### config.mk
export PLATFORM = sky130hd
export DESIGN_NAME = scmp_bus_if
export DESIGN_NICKNAME = d
export VERILOG_FILES = /design/src/rtl/scmp_bus_if.sv
export SDC_FILE = /design/constraint.sdc
export NUM_CORES = 1
export LEC_CHECK = 0
export ABC_AREA = 1
export CAP_MARGIN = 20
export CORE_MARGIN = 2
export CORE_UTILIZATION = 25
export DETAILED_ROUTE_END_ITERATION = 16
export PLACE_DENSITY = 0.5
export SLEW_MARGIN = 40
export SYNTH_ARGS = -nofsm -noshare
export SYNTH_HDL_FRONTEND = slang
export SYNTH_SLANG_ARGS = --single-unit
### constraint.sdc
create_clock -name clk -period 2.9 [get_ports clk]
set_input_delay 0.29 -clock clk [delete_from_list [all_inputs] [get_ports clk]]
set_output_delay 0.29 -clock clk [all_outputs]
set_load 0.05 [all_outputs]
### src/rtl/scmp_bus_if.sv
// rtl/scmp_bus_if.sv - SC/MP external bus-cycle sequencer
// Turns single core read/write requests into multiplexed SC/MP bus cycles with HOLD and daisy-chain arbitration.
module scmp_bus_if #(
  parameter int ADDR_W     = 16,
  parameter int PIN_ADDR_W = 12,
  parameter int DATA_W     = 8,
  parameter int ADS_CYC    = 1,
  parameter int STB_CYC    = 2,
  parameter int REC_CYC    = 1,
  parameter int TMO_CYC    = 0
) (
  input  logic                  clk,
  input  logic                  rst_n,
  input  logic                  req,
  input  logic                  we,
  input  logic [ADDR_W-1:0]     addr,
  input  logic [DATA_W-1:0]     wdata,
  input  logic [3:0]            flags,
  output logic                  ready,
  output logic                  err,
  output logic [DATA_W-1:0]     rdata,
  output logic [PIN_ADDR_W-1:0] bus_addr,
  input  logic [DATA_W-1:0]     D_i,
  output logic [DATA_W-1:0]     D_o,
  output logic                  D_oe,
  output logic                  ADS_n,
  output logic                  RD_n,
  output logic                  WR_n,
  input  logic                  hold_n,
  input  logic                  enin,
  input  logic                  breq_i,
  output logic                  breq_o,
  output logic                  enout
);

  localparam int MAX_AS = (ADS_CYC > STB_CYC) ? ADS_CYC : STB_CYC;
  localparam int MAX_C  = (MAX_AS > REC_CYC) ? MAX_AS : REC_CYC;
  localparam int CNT_W  = $clog2(MAX_C + 1);
  localparam int EXT_W  = $clog2(TMO_CYC + 2);
  localparam logic [CNT_W-1:0] ADS_LD = CNT_W'(ADS_CYC - 1);
  localparam logic [CNT_W-1:0] STB_LD = CNT_W'(STB_CYC - 1);
  localparam logic [CNT_W-1:0] REC_LD = CNT_W'(REC_CYC - 1);
  localparam logic [EXT_W-1:0] TMO_V  = EXT_W'(TMO_CYC);

  typedef enum logic [1:0] {S_IDLE, S_ADDR, S_STRB, S_REC} state_e;

  state_e                state_q, state_d;
  logic [CNT_W-1:0]      cnt_q, cnt_d;
  logic [EXT_W-1:0]      ext_q, ext_d;
  logic                  abort_q, abort_d;
  logic                  we_q, we_d;
  logic [ADDR_W-1:0]     addr_q, addr_d;
  logic [DATA_W-1:0]     wdata_q, wdata_d;
  logic [3:0]            flags_q, flags_d;
  logic [DATA_W-1:0]     rdata_q, rdata_d;
  logic                  ready_q, ready_d;
  logic                  err_q, err_d;
  logic                  ads_n_q, ads_n_d;
  logic                  rd_n_q, rd_n_d;
  logic                  wr_n_q, wr_n_d;
  logic                  d_oe_q, d_oe_d;
  logic [DATA_W-1:0]     d_o_q, d_o_d;
  logic [PIN_ADDR_W-1:0] bus_addr_q, bus_addr_d;
  logic                  breq_q, breq_d;
  logic                  accept;

  assign accept = (state_q == S_IDLE) & req & ~ready_q & enin & ~breq_i;

  always_comb begin
    state_d = state_q;
    cnt_d   = cnt_q;
    ext_d   = ext_q;
    abort_d = abort_q;
    we_d    = we_q;
    addr_d  = addr_q;
    wdata_d = wdata_q;
    flags_d = flags_q;
    rdata_d = rdata_q;
    ready_d = 1'b0;
    err_d   = 1'b0;
    case (state_q)
      S_IDLE: begin
        if (accept) begin
          we_d    = we;
          addr_d  = addr;
          wdata_d = wdata;
          flags_d = flags;
          abort_d = 1'b0;
          ext_d   = '0;
          cnt_d   = ADS_LD;
          state_d = S_ADDR;
        end
      end
      S_ADDR: begin
        if (cnt_q == '0) begin
          cnt_d   = STB_LD;
          state_d = S_STRB;
        end else begin
          cnt_d = cnt_q - 1'b1;
        end
      end
      S_STRB: begin
        // Minimum strobe first, then HOLD extension with optional abort
        if (cnt_q != '0) begin
          cnt_d = cnt_q - 1'b1;
        end else if (hold_n) begin
          cnt_d   = REC_LD;
          state_d = S_REC;
          if (!we_q) rdata_d = D_i;
        end else if ((TMO_CYC != 0) && (ext_q == TMO_V)) begin
          cnt_d   = REC_LD;
          state_d = S_REC;
          abort_d = 1'b1;
          if (!we_q) rdata_d = '1;
        end else begin
          ext_d = ext_q + EXT_W'(1);
        end
      end
      S_REC: begin
        if (cnt_q == '0) begin
          state_d = S_IDLE;
          ready_d = 1'b1;
          err_d   = abort_q;
        end else begin
          cnt_d = cnt_q - 1'b1;
        end
      end
      default: state_d = S_IDLE;
    endcase

    // Pin values for the coming cycle follow the next state
    ads_n_d    = 1'b1;
    rd_n_d     = 1'b1;
    wr_n_d     = 1'b1;
    d_oe_d     = 1'b0;
    d_o_d      = '0;
    bus_addr_d = bus_addr_q;
    breq_d     = (state_d != S_IDLE);
    case (state_d)
      S_ADDR: begin
        ads_n_d    = 1'b0;
        d_oe_d     = 1'b1;
        d_o_d      = {flags_d, addr_d[ADDR_W-1:PIN_ADDR_W]};
        bus_addr_d = addr_d[PIN_ADDR_W-1:0];
      end
      S_STRB: begin
        if (we_d) begin
          wr_n_d = 1'b0;
          d_oe_d = 1'b1;
          d_o_d  = wdata_d;
        end else begin
          rd_n_d = 1'b0;
        end
      end
      default: ;
    endcase
  end

  always_ff @(posedge clk or negedge rst_n) begin
    if (!rst_n) begin
      state_q    <= S_IDLE;
      cnt_q      <= '0;
      ext_q      <= '0;
      abort_q    <= 1'b0;
      we_q       <= 1'b0;
      addr_q     <= '0;
      wdata_q    <= '0;
      flags_q    <= '0;
      rdata_q    <= '0;
      ready_q    <= 1'b0;
      err_q      <= 1'b0;
      ads_n_q    <= 1'b1;
      rd_n_q     <= 1'b1;
      wr_n_q     <= 1'b1;
      d_oe_q     <= 1'b0;
      d_o_q      <= '0;
      bus_addr_q <= '0;
      breq_q     <= 1'b0;
    end else begin
      state_q    <= state_d;
      cnt_q      <= cnt_d;
      ext_q      <= ext_d;
      abort_q    <= abort_d;
      we_q       <= we_d;
      addr_q     <= addr_d;
      wdata_q    <= wdata_d;
      flags_q    <= flags_d;
      rdata_q    <= rdata_d;
      ready_q    <= ready_d;
      err_q      <= err_d;
      ads_n_q    <= ads_n_d;
      rd_n_q     <= rd_n_d;
      wr_n_q     <= wr_n_d;
      d_oe_q     <= d_oe_d;
      d_o_q      <= d_o_d;
      bus_addr_q <= bus_addr_d;
      breq_q     <= breq_d;
    end
  end

  assign ready    = ready_q;
  assign err      = err_q;
  assign rdata    = rdata_q;
  assign bus_addr = bus_addr_q;
  assign D_o      = d_o_q;
  assign D_oe     = d_oe_q;
  assign ADS_n    = ads_n_q;
  assign RD_n     = rd_n_q;
  assign WR_n     = wr_n_q;
  assign breq_o   = breq_q;
  // A pending request of our own blocks the chain even before acceptance
  assign enout    = enin & ~breq_q & ~(req & ~ready_q);

endmodule
==> results of run 1 <==
layout make-up:
class / instances / area, um^2
fillers: 1132 / 6950
inverters: 16 / 60.1
clock buffers: 10 / 128
clock inverters: 6 / 66.3
repair buffers: 81 / 811
multi-input cells: 183 / 966
well taps: 140 / 175
flip-flops and latches: 67 / 1680
layer usage:
layer,track usage,part of all wire
met4,0.0353,0.012
met2,0.182,0.43
met3,0.0492,0.076
met1,0.156,0.48
met5,0,0
path summary, 6_finish.rpt:
path,start,endpoint,cells after the start
min in group asynchronous,rst_n,wdata_q[2],3
max in group asynchronous,rst_n,ADS_n,3
min reg2reg,wdata_q[7],wdata_q[7],2
max,enin,enout,4
max reg2reg,cnt_q[0],D_o[5],8
min,wdata_q[7],wdata_q[7],2
per-stage QoR:
stage / hold slack [ns] / instances / utilization / cell area (um^2) / worst slack (ns)
after global placement: 0.347 / 486 / 0.340 / 3680 / 0.754
after CTS: 0.474 / 503 / 0.358 / 3890 / 0.785
after global routing: 0.501 / 503 / 0.358 / 3890 / 0.705
final: 0.471 / 503 / 0.358 / 3890 / 0.796
after floorplan: -0.00559 / 277 / - / 2780 / 0.731
after detailed placement: 0.341 / 486 / 0.340 / 3680 / 0.652
power by group:
| group | total [mW] | switching [mW] | internal (mW) | leakage [nW] |
|---|---|---|---|---|
| clock | 0.764 | 0.366 | 0.399 | 0.100 |
| sequential | 1.53 | 0.179 | 1.35 | 0.831 |
| combinational | 2.24 | 1.50 | 0.744 | 0.864 |
| total | 4.54 | 2.04 | 2.50 | 1.80 |
tightest hold or removal path, cell delays in order (launching register included):
cell and delay [ns]:
sky130_fd_sc_hd__dfrtp_1 0.32, sky130_fd_sc_hd__nand2_1 0.05, sky130_fd_sc_hd__nand2_1 0.07
placed cells by master, fill, tap and decap left out, types with 2 or more instances in the layout:
master                            count
sky130_fd_sc_hd__nand2_1             92
sky130_fd_sc_hd__clkdlybuf4s50_1     76
sky130_fd_sc_hd__dfrtp_1             64
sky130_fd_sc_hd__nand3_1             18
sky130_fd_sc_hd__nor2_1              16
sky130_fd_sc_hd__a31oi_1             14
sky130_fd_sc_hd__inv_1               12
sky130_fd_sc_hd__a21oi_1             11
sky130_fd_sc_hd__clkbuf_8             9
sky130_fd_sc_hd__mux2_2               8
sky130_fd_sc_hd__ha_1                 7
sky130_fd_sc_hd__o21ai_0              4
sky130_fd_sc_hd__dfstp_2              3
sky130_fd_sc_hd__inv_2                3
sky130_fd_sc_hd__clkinv_4             3
sky130_fd_sc_hd__nor2_2               2
sky130_fd_sc_hd__nor2_8               2
sky130_fd_sc_hd__nand2_2              2
sky130_fd_sc_hd__clkinv_2             2
sky130_fd_sc_hd__buf_4                2
cell families (layout without fill, tap and decap cells):
group | Yosys count | count (layout)
AND/OR/NAND/NOR | 138 | 138
AO/OA/AOI/OAI | 29 | 29
adder cells (fa/ha/maj) | 7 | 7
flip-flops | 67 | 67
buffers and inverters | 27 | 113
multiplexers | 8 | 8
other | 1 | 1
sequential cells by signal, indices dropped and copies added, names as in the netlist:
signal    cells
ADS_n         1
D_o           8
D_oe          1
RD_n          1
WR_n          1
addr_q       16
breq_o        1
bus_addr     12
cnt_q         2
flags_q       4
rdata         8
ready         1
state_q       2
wdata_q       8
we_q          1
==> results_dict.tcl, run 1 <==
set metrics [dict create \
    run_status "completed" \
    route.vias.total 2146 \
    yosys.area_share.adder 0.0316 \
    syn-cell-area_um2 2780 \
    cts.sink_count 67 \
    grt_pass1_wl_um 10800 \
    dr.pass1.iters 4 \
    cts.root.buffer_cell "sky130_fd_sc_hd__clkbuf_8" \
    start_kind "input pin" \
    yosys.cell_types.count 28 \
    synth.yosys.seq_area_share 0.606 \
    synth_register_bits 67 \
    timing.max_slew.rel_slack 0.658 \
    path_max_fanout 2 \
    share_of_cells_above_drive_strength_1 0.118 \
    synth_warnings 0 \
    post-synth-top-area-cell "sky130_fd_sc_hd__dfrtp_1" \
    asyncSetResetFlopFracSynth 1.00 \
    avgRoutedWirePerCell_um 13.1 \
    clkSlewWorstSetupHoldPaths_ns 0.07 \
    crit_required_ns 2.61 \
    nets 408 \
    worstHoldPathType "register to register" \
    io_buffer_count 77 \
    timing_hold_violations_final 0 \
    syn_area_per_cell_um2 10.0 \
    cts-resized-gates 0 \
    compound_gate_fraction_of_synth_area 0.0586 \
    synth_simple_gate_area_frac 0.224 \
    timing.clock.skew_ns 0.0124 \
    drtAntennaViolNets 0 \
    timing.final.crit_share 0.725 \
    timing.fmax_mhz 475 \
    end_kind "primary output" \
    grt_start_max_net_pins 68 \
    postCtsSetupBuffers 0 \
    synth_top_cells_by_area "sky130_fd_sc_hd__dfrtp_1 58%, sky130_fd_sc_hd__nand2_1 12%, sky130_fd_sc_hd__nand3_1 3.2%" \
    worst-path-buf-inv 3 \
    synth_fp_nets 327 \
    synth_enable_flop_cells 0 \
    synthCells 277 \
    finalSetupViolCount 0 \
    worst_ep_arrival_ns 1.81 \
    power.leakage_nw 1.80 \
    via_per_inst 4.27 \
    worst_path_dominant_cell_family "buffers and inverters" \
    synthMostInstantiatedCell "sky130_fd_sc_hd__nand2_1" \
    synth.mux.area_fraction 0.0325 \
    drt_iter0_drc 74 \
    rsz0062_at_grt "no" \
    fp-row-count 38 \
    latest_clock_arrival_within_the_worst_skew_pair_ns 0.34 \
    cts-buffers-inserted 9 \
    fin_crit_ns 2.10 \
    synthToLayoutAreaGrowth_pct 40.0 \
    crit_slowest_cell "sky130_fd_sc_hd__clkdlybuf4s50_1" \
    tightestPinTransition_ns 0.511 \
    remaining_drc_errors 0 \
    hpwl_um 4560 \
    regToRegSetupSlack_ns 0.94 \
    synth_xor_xnor_area_share 0 \
    main_combinational_cell_family_by_area_after_synthesis "simple AND/OR/NAND/NOR gates" \
    synth_top_area_share 0.577 \
    cp_cell_sequence "clkdlybuf4s50_1 -> inv_2 -> nor3_1 -> clkdlybuf4s50_1" \
    yosys_most_used_dff "sky130_fd_sc_hd__dfrtp_1" \
    gp_congestion 0.766 \
    core_area_um2 10800 \
    gr-usage-all-layers 0.120 \
    worst-setup-path-type "input pin to primary output" \
    setup_total_negative_slack_ns 0 \
    first_global_vias 2138 \
    finalMaxSlewViolations 0 \
    die_height_um 109 \
    slowest_delay_ns 0.82 \
    synth_common_cells "92 x sky130_fd_sc_hd__nand2_1, 64 x sky130_fd_sc_hd__dfrtp_1, 18 x sky130_fd_sc_hd__nand3_1" \
    peak_ir_drop_on_the_vdd_network_uv 534 \
    cap_violations 0 \
    cts.htree.levels 3 \
    io_pins 79 \
    critical-path-top-cell-by-count "sky130_fd_sc_hd__clkdlybuf4s50_1" \
    antenna_found_initial 0 \
    chipWidth_um 109 \
    cts_buffer_depth 2 \
    start_util 0.256 \
    antenna_cells 0 \
    cts_tree "done" \
    report.power.total_mw 4.54 \
    post_cts_hold_buffer_count 1 \
    die_area_um2 12000 \
    drt_wl_total_um 6590 \
    power.density_nw_per_um2 1170 \
    globalRoute.totalOverflow 0 \
]
No activity file was read; power rests on OpenSTA's default activity.
==> run 2, diff against run 1 <==
PLACE_DENSITY = 0.52   (was 0.5)
clock period = 1.8 ns   (was 2.9 ns; I/O delays follow)
==> run 2 against run 1 <==
Wire length is 2.9% higher. Global-route usage is 0.17 points higher. Clock-buffer cell count up 1. Final cell count increased by 3.6%. Register-to-register slack worse by 0.81 ns. Sequential share of layout area is 2.4 points lower. Flip-flop and latch count is the same. Highest routed layer unchanged.
==> results_dict.tcl, run 2 (synthesized netlist as in run 1, its figures left out) <==
set metrics [dict create \
    run_status "completed" \
    avgRoutedWirePerCell_um 13.0 \
    drt_iter0_drc 137 \
    die_area_um2 12000 \
    peak_ir_drop_on_the_vdd_network_uv 852 \
    worstHoldPathType "input pin to async pin" \
    crit_slowest_cell "sky130_fd_sc_hd__clkdlybuf4s50_1" \
    postCtsSetupBuffers 0 \
    layout_common_cells "92 x sky130_fd_sc_hd__nand2_1, 72 x sky130_fd_sc_hd__clkdlybuf4s50_1, 63 x sky130_fd_sc_hd__dfrtp_1" \
    fin_crit_ns 1.73 \
    hpwl_um 4780 \
    fp-row-count 38 \
    clkSlewWorstSetupHoldPaths_ns 0.08 \
    finalSetupViolCount 0 \
    antenna_cells 0 \
    end_kind "primary output" \
    fill_cells 1096 \
    slowest_delay_ns 0.82 \
    power.density_nw_per_um2 1920 \
    layout.cells.most_common "sky130_fd_sc_hd__nand2_1" \
    cp_cell_sequence "clkdlybuf4s50_1" \
    crit_required_ns 1.62 \
    grt_start_max_net_pins 40 \
    io_buffer_count 77 \
    max_flop_register "addr_q" \
    path_depth 1 \
    drtAntennaViolNets 0 \
    timing.fmax_mhz 579 \
    finalMaxSlewViolations 0 \
    io_pins 79 \
    worst_ep_arrival_ns 1.55 \
    via_per_inst 4.34 \
    setup_total_negative_slack_ns 0 \
    timing_hold_violations_final 0 \
    path_max_fanout 3 \
    cts.htree.levels 3 \
    cts-buffers-inserted 9 \
    cts.root.buffer_cell "sky130_fd_sc_hd__clkbuf_8" \
    remaining_drc_errors 0 \
    start_kind "register" \
    latest_clock_arrival_within_the_worst_skew_pair_ns 0.33 \
    rsz0062_at_grt "no" \
    drt_wl_total_um 6780 \
    worst-path-buf-inv 1 \
    worst-r2r-cell-count 6 \
    worst-setup-path-type "register to primary output" \
    finalInstanceArea_um2 4110 \
    placedInstanceArea_um2 3870 \
    start_util 0.256 \
    synthToLayoutAreaGrowth_pct 48.2 \
    route.vias.total 2259 \
    grt_pass1_wl_um 11000 \
    tightestPinTransition_ns 0.511 \
    core_area_um2 10800 \
    timing.final.crit_share 0.960 \
    first_global_vias 2221 \
    largest_register_ffs 16 \
    die_height_um 109 \
    cap_violations 0 \
    chipWidth_um 109 \
    timing.max_slew.rel_slack 0.658 \
    power.leakage_nw 1.91 \
    cts.sink_count 67 \
    worst_path_dominant_cell_family "buffers and inverters" \
    share_of_cells_above_drive_strength_1 0.194 \
    globalRoute.totalOverflow 0 \
    nets 426 \
    cts_buffer_depth 2 \
    gr-usage-all-layers 0.121 \
    cts_tree "done" \
    antenna_found_initial 0 \
    gp_congestion 0.751 \
    timing.clock.skew_ns 0.00988 \
    dr.pass1.iters 4 \
]
-- run 2: cell types whose count changed in the layout (fill, tap and decap cells not counted), sizes merged --
cell / before / now
buf: 4 / 26
bufinv: 1 / 2
clkdlybuf4s50: 76 / 72
clkinv: 6 / 2
inv: 15 / 16
clkinvlp: 0 / 1
clkbuf: 10 / 11
-- run 2: metal layers --
layer | global-route usage | part of all wire | vias to the layer above
met3 | 0.0314 | 0.066 | 5
met1 | 0.161 | 0.45 | 1080
met4 | 0.0479 | 0.0086 | 0
li1 | - | - | 1091
met5 | 0 | 0 | -
met2 | 0.190 | 0.47 | 83
-- run 2: worst paths after layout --
| kind | from | endpoint | slack, ns |
|---|---|---|---|
| worst max-delay path | ready | ready | 0.07 |
| worst min-delay path | rst_n | rdata[0] | 0.33 |
| worst max register to register | cnt_q[0] | rdata[6] | 0.13 |
| worst min register to register | addr_q[2] | addr_q[2] | 0.48 |
| max in group asynchronous | rst_n | addr_q[5] | 0.89 |
| min in group clk | addr[14] | addr_q[14] | 0.41 |
-- run 2: timing repair --
| action | in CTS | in global routing |
|---|---|---|
| endpoints found under the hold margin | 14 | 0 |
| hold buffers | 1 | 0 |
| setup endpoints to repair | 2 | 27 |
| pin swaps | 0 | 2 |
| gates resized for setup | 1 | 8 |
-- run 2: cell type report --
type                            instances  area [um^2]  area share
Sequential cell                        67         1680       0.409
Timing Repair Buffer                   99          990       0.241
Clock inverter                          5         77.6      0.0189
Multi-Input combinational cell        183          998       0.243
Clock buffer                           11          131      0.0319
Inverter                               16         60.1      0.0146
Tap cell                              140          175      0.0426
-- run 2: worst register-to-register path, cell delays in order (launching register included) --
cell and delay [ns]:
sky130_fd_sc_hd__dfrtp_1 0.39, sky130_fd_sc_hd__inv_2 0.08, sky130_fd_sc_hd__ha_2 0.18, sky130_fd_sc_hd__nand4_1 0.14, sky130_fd_sc_hd__buf_4 0.18, sky130_fd_sc_hd__nor2_4 0.22, sky130_fd_sc_hd__mux2_2 0.37
-- run 2: power by group --
| group | total, mW | internal, mW | switching, mW |
|---|---|---|---|
| Combinational | 4.09 | 1.53 | 2.56 |
| Sequential | 2.47 | 2.19 | 0.285 |
| Clock | 1.34 | 0.777 | 0.561 |
-- run 2: metrics by stage --
| step | power, mW | instances | hold WS [ns] | util | worst slack [ns] |
|---|---|---|---|---|---|
| 6_report | 7.90 | 521 | 0.328 | 0.380 | 0.0723 |
| 5_1_grt | 8.45 | 521 | 0.353 | 0.380 | 0.00530 |
| 4_1_cts | 7.94 | 521 | 0.324 | 0.378 | 0.0416 |
| 3_5_place_dp | 6.55 | 504 | 0.153 | 0.357 | 0.00775 |
| 3_3_place_gp | 6.49 | 504 | 0.153 | 0.357 | 0.0354 |
| 2_1_floorplan | 5.01 | 277 | -0.116 | - | 0.000239 |
